### src/rtl/el2_ifu_ifc_ctl_pkg.sv
// Shared types and defaults for the IFU fetch-control stage:
// FSM encoding, fetch-buffer depth, reset vector and the sequential-line helper.
package el2_ifu_pkg;

   typedef enum logic [1:0] {
      IDLE  = 2'b00,
      FETCH = 2'b01,
      STALL = 2'b10,
      WFM   = 2'b11
   } ifc_state_e;

   localparam int          FB_DEPTH_DEFAULT  = 4;
   localparam logic [31:0] RESET_VEC_DEFAULT = 32'h8000_0000;

   // Next 8-byte fetch line; wraps from 0xFFFF_FFF8 back to 0.
   function automatic logic [31:0] next_line(input logic [31:0] addr);
      return {addr[31:3] + 29'd1, 3'b000};
   endfunction

endpackage

### src/rtl/el2_ifu_ifc_ctl_if.sv
// Fetch-control bus: EXU/TLU flush, predictor, I-cache and aligner inputs,
// fetch address/request outputs. master = fetch control, slave = its environment.
interface el2_ifu_ifc_ctl_if;

   logic        io_exu_flush_final;
   logic [30:0] io_exu_flush_path_final;
   logic        io_dec_tlu_flush_noredir_wb;
   logic        io_ifu_bp_hit_taken_f;
   logic [30:0] io_ifu_bp_btb_target_f;
   logic        io_ic_hit_f;
   logic        io_ifu_ic_mb_empty;
   logic        io_ifu_fb_consume1;
   logic        io_ifu_fb_consume2;
   logic        io_dma_iccm_stall_any;
   logic [31:0] io_ifc_fetch_addr_bf;
   logic        io_ifc_fetch_req_bf;
   logic [31:0] io_ifc_fetch_addr_f;
   logic        io_ifc_fetch_req_f;
   logic        io_ifu_pmu_fetch_stall;

   modport master (
      input  io_exu_flush_final, io_exu_flush_path_final, io_dec_tlu_flush_noredir_wb,
             io_ifu_bp_hit_taken_f, io_ifu_bp_btb_target_f, io_ic_hit_f,
             io_ifu_ic_mb_empty, io_ifu_fb_consume1, io_ifu_fb_consume2,
             io_dma_iccm_stall_any,
      output io_ifc_fetch_addr_bf, io_ifc_fetch_req_bf, io_ifc_fetch_addr_f,
             io_ifc_fetch_req_f, io_ifu_pmu_fetch_stall
   );

   modport slave (
      output io_exu_flush_final, io_exu_flush_path_final, io_dec_tlu_flush_noredir_wb,
             io_ifu_bp_hit_taken_f, io_ifu_bp_btb_target_f, io_ic_hit_f,
             io_ifu_ic_mb_empty, io_ifu_fb_consume1, io_ifu_fb_consume2,
             io_dma_iccm_stall_any,
      input  io_ifc_fetch_addr_bf, io_ifc_fetch_req_bf, io_ifc_fetch_addr_f,
             io_ifc_fetch_req_f, io_ifu_pmu_fetch_stall
   );

endinterface

### src/rtl/el2_ifu_ifc_ctl.sv
// IFU fetch control: fetch-address register, flush/BTB/sequential next-address
// select, fetch-buffer credit counter and the IDLE/FETCH/STALL/WFM fetch FSM.
import el2_ifu_pkg::*;

module el2_ifu_ifc_ctl #(
   parameter int          FB_DEPTH  = FB_DEPTH_DEFAULT,
   parameter logic [31:0] RESET_VEC = RESET_VEC_DEFAULT
) (
   input logic               clock,
   input logic               reset,
   el2_ifu_ifc_ctl_if.master ifc
);

   localparam int          CW         = $clog2(FB_DEPTH + 1);
   localparam logic [CW-1:0] FB_FULL  = CW'(FB_DEPTH);
   localparam logic [31:0] RESET_ADDR = {RESET_VEC[31:1], 1'b0};

   ifc_state_e    state, next_state;
   logic [31:0]   addr_f, addr_bf;
   logic          req_f, req_bf;
   logic [CW-1:0] fb_count, count_next;
   logic [CW+1:0] count_inc, count_dec;
   logic          fire_f, flush_go;

   assign fire_f   = req_f & ifc.io_ic_hit_f;
   assign flush_go = ifc.io_exu_flush_final & ~ifc.io_dec_tlu_flush_noredir_wb;

   always_comb begin
      addr_bf = addr_f;
      if (ifc.io_exu_flush_final)
         addr_bf = {ifc.io_exu_flush_path_final, 1'b0};
      else if (fire_f && ifc.io_ifu_bp_hit_taken_f)
         addr_bf = {ifc.io_ifu_bp_btb_target_f, 1'b0};
      else if (fire_f)
         addr_bf = next_line(addr_f);
   end

   // Credits are judged on the post-consume count so a full buffer that is
   // being drained in the same cycle keeps fetching without a bubble.
   always_comb begin
      count_inc  = (CW+2)'(fb_count) + (CW+2)'(fire_f);
      count_dec  = (CW+2)'(ifc.io_ifu_fb_consume1) + ((CW+2)'(ifc.io_ifu_fb_consume2) << 1);
      count_next = ifc.io_exu_flush_final ? '0 : CW'(count_inc - count_dec);
   end

   always_comb begin
      next_state = state;
      if (ifc.io_exu_flush_final) begin
         next_state = ifc.io_dec_tlu_flush_noredir_wb ? IDLE : FETCH;
      end else begin
         unique case (state)
            IDLE:  next_state = IDLE;
            FETCH: begin
               if (req_f && !ifc.io_ic_hit_f)
                  next_state = WFM;
               else if (count_next == FB_FULL || ifc.io_dma_iccm_stall_any)
                  next_state = STALL;
            end
            WFM:   if (ifc.io_ifu_ic_mb_empty) next_state = FETCH;
            STALL: if (count_next < FB_FULL && !ifc.io_dma_iccm_stall_any) next_state = FETCH;
            default: next_state = FETCH;
         endcase
      end
   end

   assign req_bf = flush_go |
                   (next_state == FETCH && count_next < FB_FULL && !ifc.io_dma_iccm_stall_any);

   always_ff @(posedge clock or posedge reset) begin
      if (reset) begin
         state    <= FETCH;
         addr_f   <= RESET_ADDR;
         req_f    <= 1'b0;
         fb_count <= '0;
      end else begin
         state    <= next_state;
         addr_f   <= addr_bf;
         req_f    <= req_bf;
         fb_count <= count_next;
      end
   end

   assign ifc.io_ifc_fetch_addr_bf   = addr_bf;
   assign ifc.io_ifc_fetch_req_bf    = req_bf;
   assign ifc.io_ifc_fetch_addr_f    = addr_f;
   assign ifc.io_ifc_fetch_req_f     = req_f;
   assign ifc.io_ifu_pmu_fetch_stall = ~req_bf & (state != IDLE);

   credit_bounds: assert property (@(posedge clock) disable iff (reset)
      ifc.io_exu_flush_final ||
      (count_inc >= count_dec && (count_inc - count_dec) <= (CW+2)'(FB_DEPTH)));

   consume_exclusive: assert property (@(posedge clock) disable iff (reset)
      !(ifc.io_ifu_fb_consume1 && ifc.io_ifu_fb_consume2));

endmodule

### src/flat_wrapper.sv
// flat-port wrapper written by rule: the top's interface ports become plain ports
module el2_ifu_ifc_ctl_flat 
#(
   parameter int          FB_DEPTH  = FB_DEPTH_DEFAULT,
   parameter logic [31:0] RESET_VEC = RESET_VEC_DEFAULT
)
  (clock, reset, ifc_io_exu_flush_final, ifc_io_exu_flush_path_final, ifc_io_dec_tlu_flush_noredir_wb, ifc_io_ifu_bp_hit_taken_f, ifc_io_ifu_bp_btb_target_f, ifc_io_ic_hit_f, ifc_io_ifu_ic_mb_empty, ifc_io_ifu_fb_consume1, ifc_io_ifu_fb_consume2, ifc_io_dma_iccm_stall_any, ifc_io_ifc_fetch_addr_bf, ifc_io_ifc_fetch_req_bf, ifc_io_ifc_fetch_addr_f, ifc_io_ifc_fetch_req_f, ifc_io_ifu_pmu_fetch_stall);
  el2_ifu_ifc_ctl_if ifc_i ();
  input logic clock;
  input logic reset;
  input wire logic [$bits(ifc_i.io_exu_flush_final)-1:0] ifc_io_exu_flush_final;
  input wire logic [$bits(ifc_i.io_exu_flush_path_final)-1:0] ifc_io_exu_flush_path_final;
  input wire logic [$bits(ifc_i.io_dec_tlu_flush_noredir_wb)-1:0] ifc_io_dec_tlu_flush_noredir_wb;
  input wire logic [$bits(ifc_i.io_ifu_bp_hit_taken_f)-1:0] ifc_io_ifu_bp_hit_taken_f;
  input wire logic [$bits(ifc_i.io_ifu_bp_btb_target_f)-1:0] ifc_io_ifu_bp_btb_target_f;
  input wire logic [$bits(ifc_i.io_ic_hit_f)-1:0] ifc_io_ic_hit_f;
  input wire logic [$bits(ifc_i.io_ifu_ic_mb_empty)-1:0] ifc_io_ifu_ic_mb_empty;
  input wire logic [$bits(ifc_i.io_ifu_fb_consume1)-1:0] ifc_io_ifu_fb_consume1;
  input wire logic [$bits(ifc_i.io_ifu_fb_consume2)-1:0] ifc_io_ifu_fb_consume2;
  input wire logic [$bits(ifc_i.io_dma_iccm_stall_any)-1:0] ifc_io_dma_iccm_stall_any;
  output wire logic [$bits(ifc_i.io_ifc_fetch_addr_bf)-1:0] ifc_io_ifc_fetch_addr_bf;
  output wire logic [$bits(ifc_i.io_ifc_fetch_req_bf)-1:0] ifc_io_ifc_fetch_req_bf;
  output wire logic [$bits(ifc_i.io_ifc_fetch_addr_f)-1:0] ifc_io_ifc_fetch_addr_f;
  output wire logic [$bits(ifc_i.io_ifc_fetch_req_f)-1:0] ifc_io_ifc_fetch_req_f;
  output wire logic [$bits(ifc_i.io_ifu_pmu_fetch_stall)-1:0] ifc_io_ifu_pmu_fetch_stall;
  assign ifc_i.io_exu_flush_final = ifc_io_exu_flush_final;
  assign ifc_i.io_exu_flush_path_final = ifc_io_exu_flush_path_final;
  assign ifc_i.io_dec_tlu_flush_noredir_wb = ifc_io_dec_tlu_flush_noredir_wb;
  assign ifc_i.io_ifu_bp_hit_taken_f = ifc_io_ifu_bp_hit_taken_f;
  assign ifc_i.io_ifu_bp_btb_target_f = ifc_io_ifu_bp_btb_target_f;
  assign ifc_i.io_ic_hit_f = ifc_io_ic_hit_f;
  assign ifc_i.io_ifu_ic_mb_empty = ifc_io_ifu_ic_mb_empty;
  assign ifc_i.io_ifu_fb_consume1 = ifc_io_ifu_fb_consume1;
  assign ifc_i.io_ifu_fb_consume2 = ifc_io_ifu_fb_consume2;
  assign ifc_i.io_dma_iccm_stall_any = ifc_io_dma_iccm_stall_any;
  assign ifc_io_ifc_fetch_addr_bf = ifc_i.io_ifc_fetch_addr_bf;
  assign ifc_io_ifc_fetch_req_bf = ifc_i.io_ifc_fetch_req_bf;
  assign ifc_io_ifc_fetch_addr_f = ifc_i.io_ifc_fetch_addr_f;
  assign ifc_io_ifc_fetch_req_f = ifc_i.io_ifc_fetch_req_f;
  assign ifc_io_ifu_pmu_fetch_stall = ifc_i.io_ifu_pmu_fetch_stall;
  el2_ifu_ifc_ctl #(.FB_DEPTH(FB_DEPTH), .RESET_VEC(RESET_VEC)) u_core (.clock(clock), .reset(reset), .ifc(ifc_i));
endmodule
### config.mk
export PLATFORM = sky130hd
export DESIGN_NAME = el2_ifu_ifc_ctl_flat
export DESIGN_NICKNAME = d
export VERILOG_FILES = /design/src/rtl/el2_ifu_ifc_ctl_pkg.sv /design/src/rtl/el2_ifu_ifc_ctl_if.sv /design/src/rtl/el2_ifu_ifc_ctl.sv /design/src/flat_wrapper.sv
export SDC_FILE = /design/constraint.sdc
export NUM_CORES = 1
export LEC_CHECK = 0
export BUFFER_PORTS_ARGS = -buffer_cell sky130_fd_sc_hd__clkbuf_2
export CORE_MARGIN = 4
export CORE_UTILIZATION = 35
export DETAILED_ROUTE_END_ITERATION = 7
export PLACE_DENSITY = 0.66
export SYNTH_ARGS = -nofsm -noshare
export SYNTH_HDL_FRONTEND = slang
export SYNTH_SLANG_ARGS = --single-unit
### constraint.sdc
create_clock -name clock -period 6.8 [get_ports clock]
set_input_delay 0.68 -clock clock [delete_from_list [all_inputs] [get_ports clock]]
set_output_delay 0.68 -clock clock [all_outputs]
set_load 0.01 [all_outputs]
==> results.md <==
* Reg2reg setup slack at 3.60 ns
* Final Non-Filler Cells at 511
* Die height at 92.3 um
* Period utilization at 0.638
* WL per Instance at 15.0 um
* Hpwl dp at 5.89 mm
* R2R depth at 10
* Max-cap check violation count at 0
* DRC Markers at 0
* Core Box Area at 6830 um2
* Gr usage total at 0.184
* Crit path depth at 12
* Register area at 953 um2
* Cts hold-fix bufs at 0
* Initial Util at 0.364
* Clock period minus worst slack at 4.34 ns
* Fill cell count at 703
* Drt pass-1 iters at 4
* FF-to-FF End: u_core.ifc.io_ifc_fetch_req_f$_DFF_PP0_
* Cell variety after synth at 47
* Area Overhead vs Synth at 33.0%
* Top Family by Delay on Critical Path: simple AND/OR/NAND/NOR gates
* Register area share after synthesis at 0.384
* Actual slew at the worst max-slew pin at 0.814 ns
* Die footprint at 8510 um2
* Syn Inst Count at 286
* Syn_area_per_cell at 8.69 um2
* Slew Limit Fails at 0
* Leak at 0.00157 uW
* PnR worst setup slack at 2.46 ns
* Total vias in the final route at 2,631
* Count of final setup violators at 0
* Clock latency at the later pin of the worst-skew pair at 0.29 ns
* Root Buffer: clkbuf_8
* Clock tree buffer depth at 2
* Number of antenna violations at the first check in global routing at 0
* Postcts setup bufs at 0
* # IOs at 139
* Crit Path Class: in -> out
* Total Power at 628 uW
* Clock slew at reported path FFs at 0.08 ns
* Tightest Hold Check Type: in -> async
* Critical path required time at 6.12 ns
* Setup crit start: ifc_io_ic_hit_f
* Setup TNS at 0 ns
* Input/output buffers at 138
* Routed wire length at 7.65 mm
* Clock skew at 0.00520 ns
* Crit path cell chain: clkbuf_2 -> and2_1 -> inv_4 -> ha_1 -> fa_1 -> inv_1 -> ha_1 -> xnor3_1 -> nor2_1 -> or4b_2 -> o21ai_0 -> clkbuf_2
* Placed Instances at 504
* # diodes at 0
* CP arrival at 3.66 ns
* End point of the critical path: ifc_io_ifc_fetch_req_bf
* Nets at 492
* Yosys warns at 0
* Critical R2R Launch: u_core.ifc.io_ifc_fetch_req_f$_DFF_PP0_
* FMAX at 0.230 GHz
* RePlAce Congestion at 0.810
* CTS tree: yes
* Worst relative slew slack at 0.457
* Vias in the first global route at 2,548
* Floorplan row count at 30
* Clock sinks at 38
* Number of synthesized register bits at 38
* CP startpoint kind: input port
* Final Hold Fails at 0
* Antenna-violating nets left at 0
* Depth of the CTS H-tree at 2
* Critical path peak fanout at 10
* Num CTS Buffers at 5
* Slowest cell on crit path: or4b_2
* Power per cell area at 190 nW/um2
* Share of cells above drive strength 1 at 0.383
* Status: finished clean
* Crit. End Element: primary output
* Synthesized Nets at 363
* Area occupied by multi-input gates at 1380 um2
* Drt initial violations at 114
* Total grt overflow at 0
* Die X at 92.3 um
* Pre-CTS setup slack at 2.48 ns
* Mapped Area at 2480 um2
* Main synth FF type: dfrtp_1
* Global-route wire length before repair at 12.5 mm
* DR vias/cell at 5.15
* PostCTS Resize Cnt at 0
* CP Buf/Inv Count at 4
* Largest net degree at the start of global routing at 42
* RSZ-0062 raised after global routing: no
* CP max stage delay at 0.67 ns
* VDD IR-drop max at 0.0700 mV
* Async set-reset flop share out of synthesis at 1.00
* EDFF count, synth at 0
[Yosys cell counts (2+ instances only)]
library cell,n,area [um2]
o221ai_1,15,131
nor3_1,16,80.1
xor2_1,2,17.5
and2_1,3,18.8
and4_1,4,35.0
dfrtp_1,36,901
buf_2,3,15.0
ha_1,4,50.1
mux2i_1,3,30.0
and3_1,4,25.0
o31ai_1,3,22.5
inv_1,16,60.1
nor2_1,20,75.1
buf_1,2,7.51
nor4_1,6,37.5
nand2_1,49,184
a221oi_1,5,43.8
nor3_2,4,40.0
nand3_1,6,30.0
a21oi_1,5,25.0
xnor2_1,23,201
nand4_1,8,50.1
nor2b_1,2,12.5
clkbuf_1,11,41.3
o21ai_0,13,65.1
dfstp_2,2,52.6
[routing by layer]
| metal | global-route usage | wire [um] | part of all wire |
|---|---|---|---|
| met5 | 0 | 0 | 0 |
| met2 | 0.310 | 3750 | 0.49 |
| met1 | 0.237 | 3230 | 0.42 |
| met3 | 0.0410 | 587 | 0.077 |
| met4 | 0.0495 | 74 | 0.0097 |
[cells by family after synthesis]
group	Yosys count	share of synthesized area
muxes	3	0.0121
xor gates and xnor gates	26	0.0972
and+or+nand+nor	130	0.273
AOI/OAI and AO/OA	49	0.146
adders and majority gates	5	0.0282
DFF	38	0.384
buffers and inverters	35	0.0599
[flip-flops by register name, summed over array words and instances (netlist names)]
signal	flops
u_core.state	2
u_core.fb_count	3
u_core.ifc.io_ifc_fetch_addr_f	32
u_core.ifc.io_ifc_fetch_req_f	1
[worst reg2reg max path: cells and delay by family, from the launching register on]
kind	cells	cell delay, ns
buffers and inverters	2	0.15
XOR/XNOR	1	0.29
AND/OR/NAND/NOR	3	1.11
AO/OA/AOI/OAI	1	0.24
adder cells (fa/ha/maj)	3	0.89
flip-flops	1	0.41
[cells in the final DEF, fill, tap and decap left out, drive strengths merged, types with 2 or more instances in the layout]
master	Yosys	layout
o221ai	15	15
mux2i	3	3
ha	4	4
o21ai	13	13
nor3	20	20
dfstp	2	2
nand2	49	49
nor2b	2	2
clkbuf	11	145
a21oi	5	5
xnor2	23	23
a221oi	6	6
buf	7	2
and3	4	4
nor4	7	7
xor2	2	2
dfrtp	36	36
nand3	6	6
and2	3	3
and4	4	4
nand4	9	9
inv	17	16
or2	2	2
nor2	20	20
o31ai	3	3
[stage by stage]
stage / util / instance area (um2) / hold WS [ns]
global placement: 0.473 / 3230 / 0.567
detailed placement: 0.473 / 3230 / 0.553
global route: 0.484 / 3300 / 0.532
finish: 0.484 / 3300 / 0.490
floorplan: - / 2480 / 0.548
CTS: 0.484 / 3300 / 0.502
[layout make-up]
| class | instances | share of cell area |
|---|---|---|
| Tap cell | 96 | 0.0363 |
| Sequential cell | 38 | 0.289 |
| Multi-Input combinational cell | 213 | 0.418 |
| Clock buffer | 7 | 0.0231 |
| Timing Repair Buffer | 140 | 0.214 |
| Inverter | 17 | 0.0201 |
[power by group]
group          switching [uW]  total [uW]  internal [uW]
combinational             106         196           89.8
clock                    77.5         148           70.7
sequential               30.9         284            253
[worst min-delay path by stage]
stage,depth (start not counted),endpoint,slack [ns]
CTS,3,u_core.fb_count[2]$_DFF_PP0_,0.50
detailed placement,1,u_core.ifc.io_ifc_fetch_addr_f[0]$_DFF_PP0_,0.55
finish,3,u_core.ifc.io_ifc_fetch_addr_f[7]$_DFF_PP0_,0.49
global route,3,u_core.ifc.io_ifc_fetch_addr_f[6]$_DFF_PP0_,0.53
floorplan,2,u_core.state[0]$_DFF_PP1_,0.55
global placement,1,u_core.ifc.io_ifc_fetch_addr_f[0]$_DFF_PP0_,0.57
Note: power is estimated with default switching activity, not from simulation.
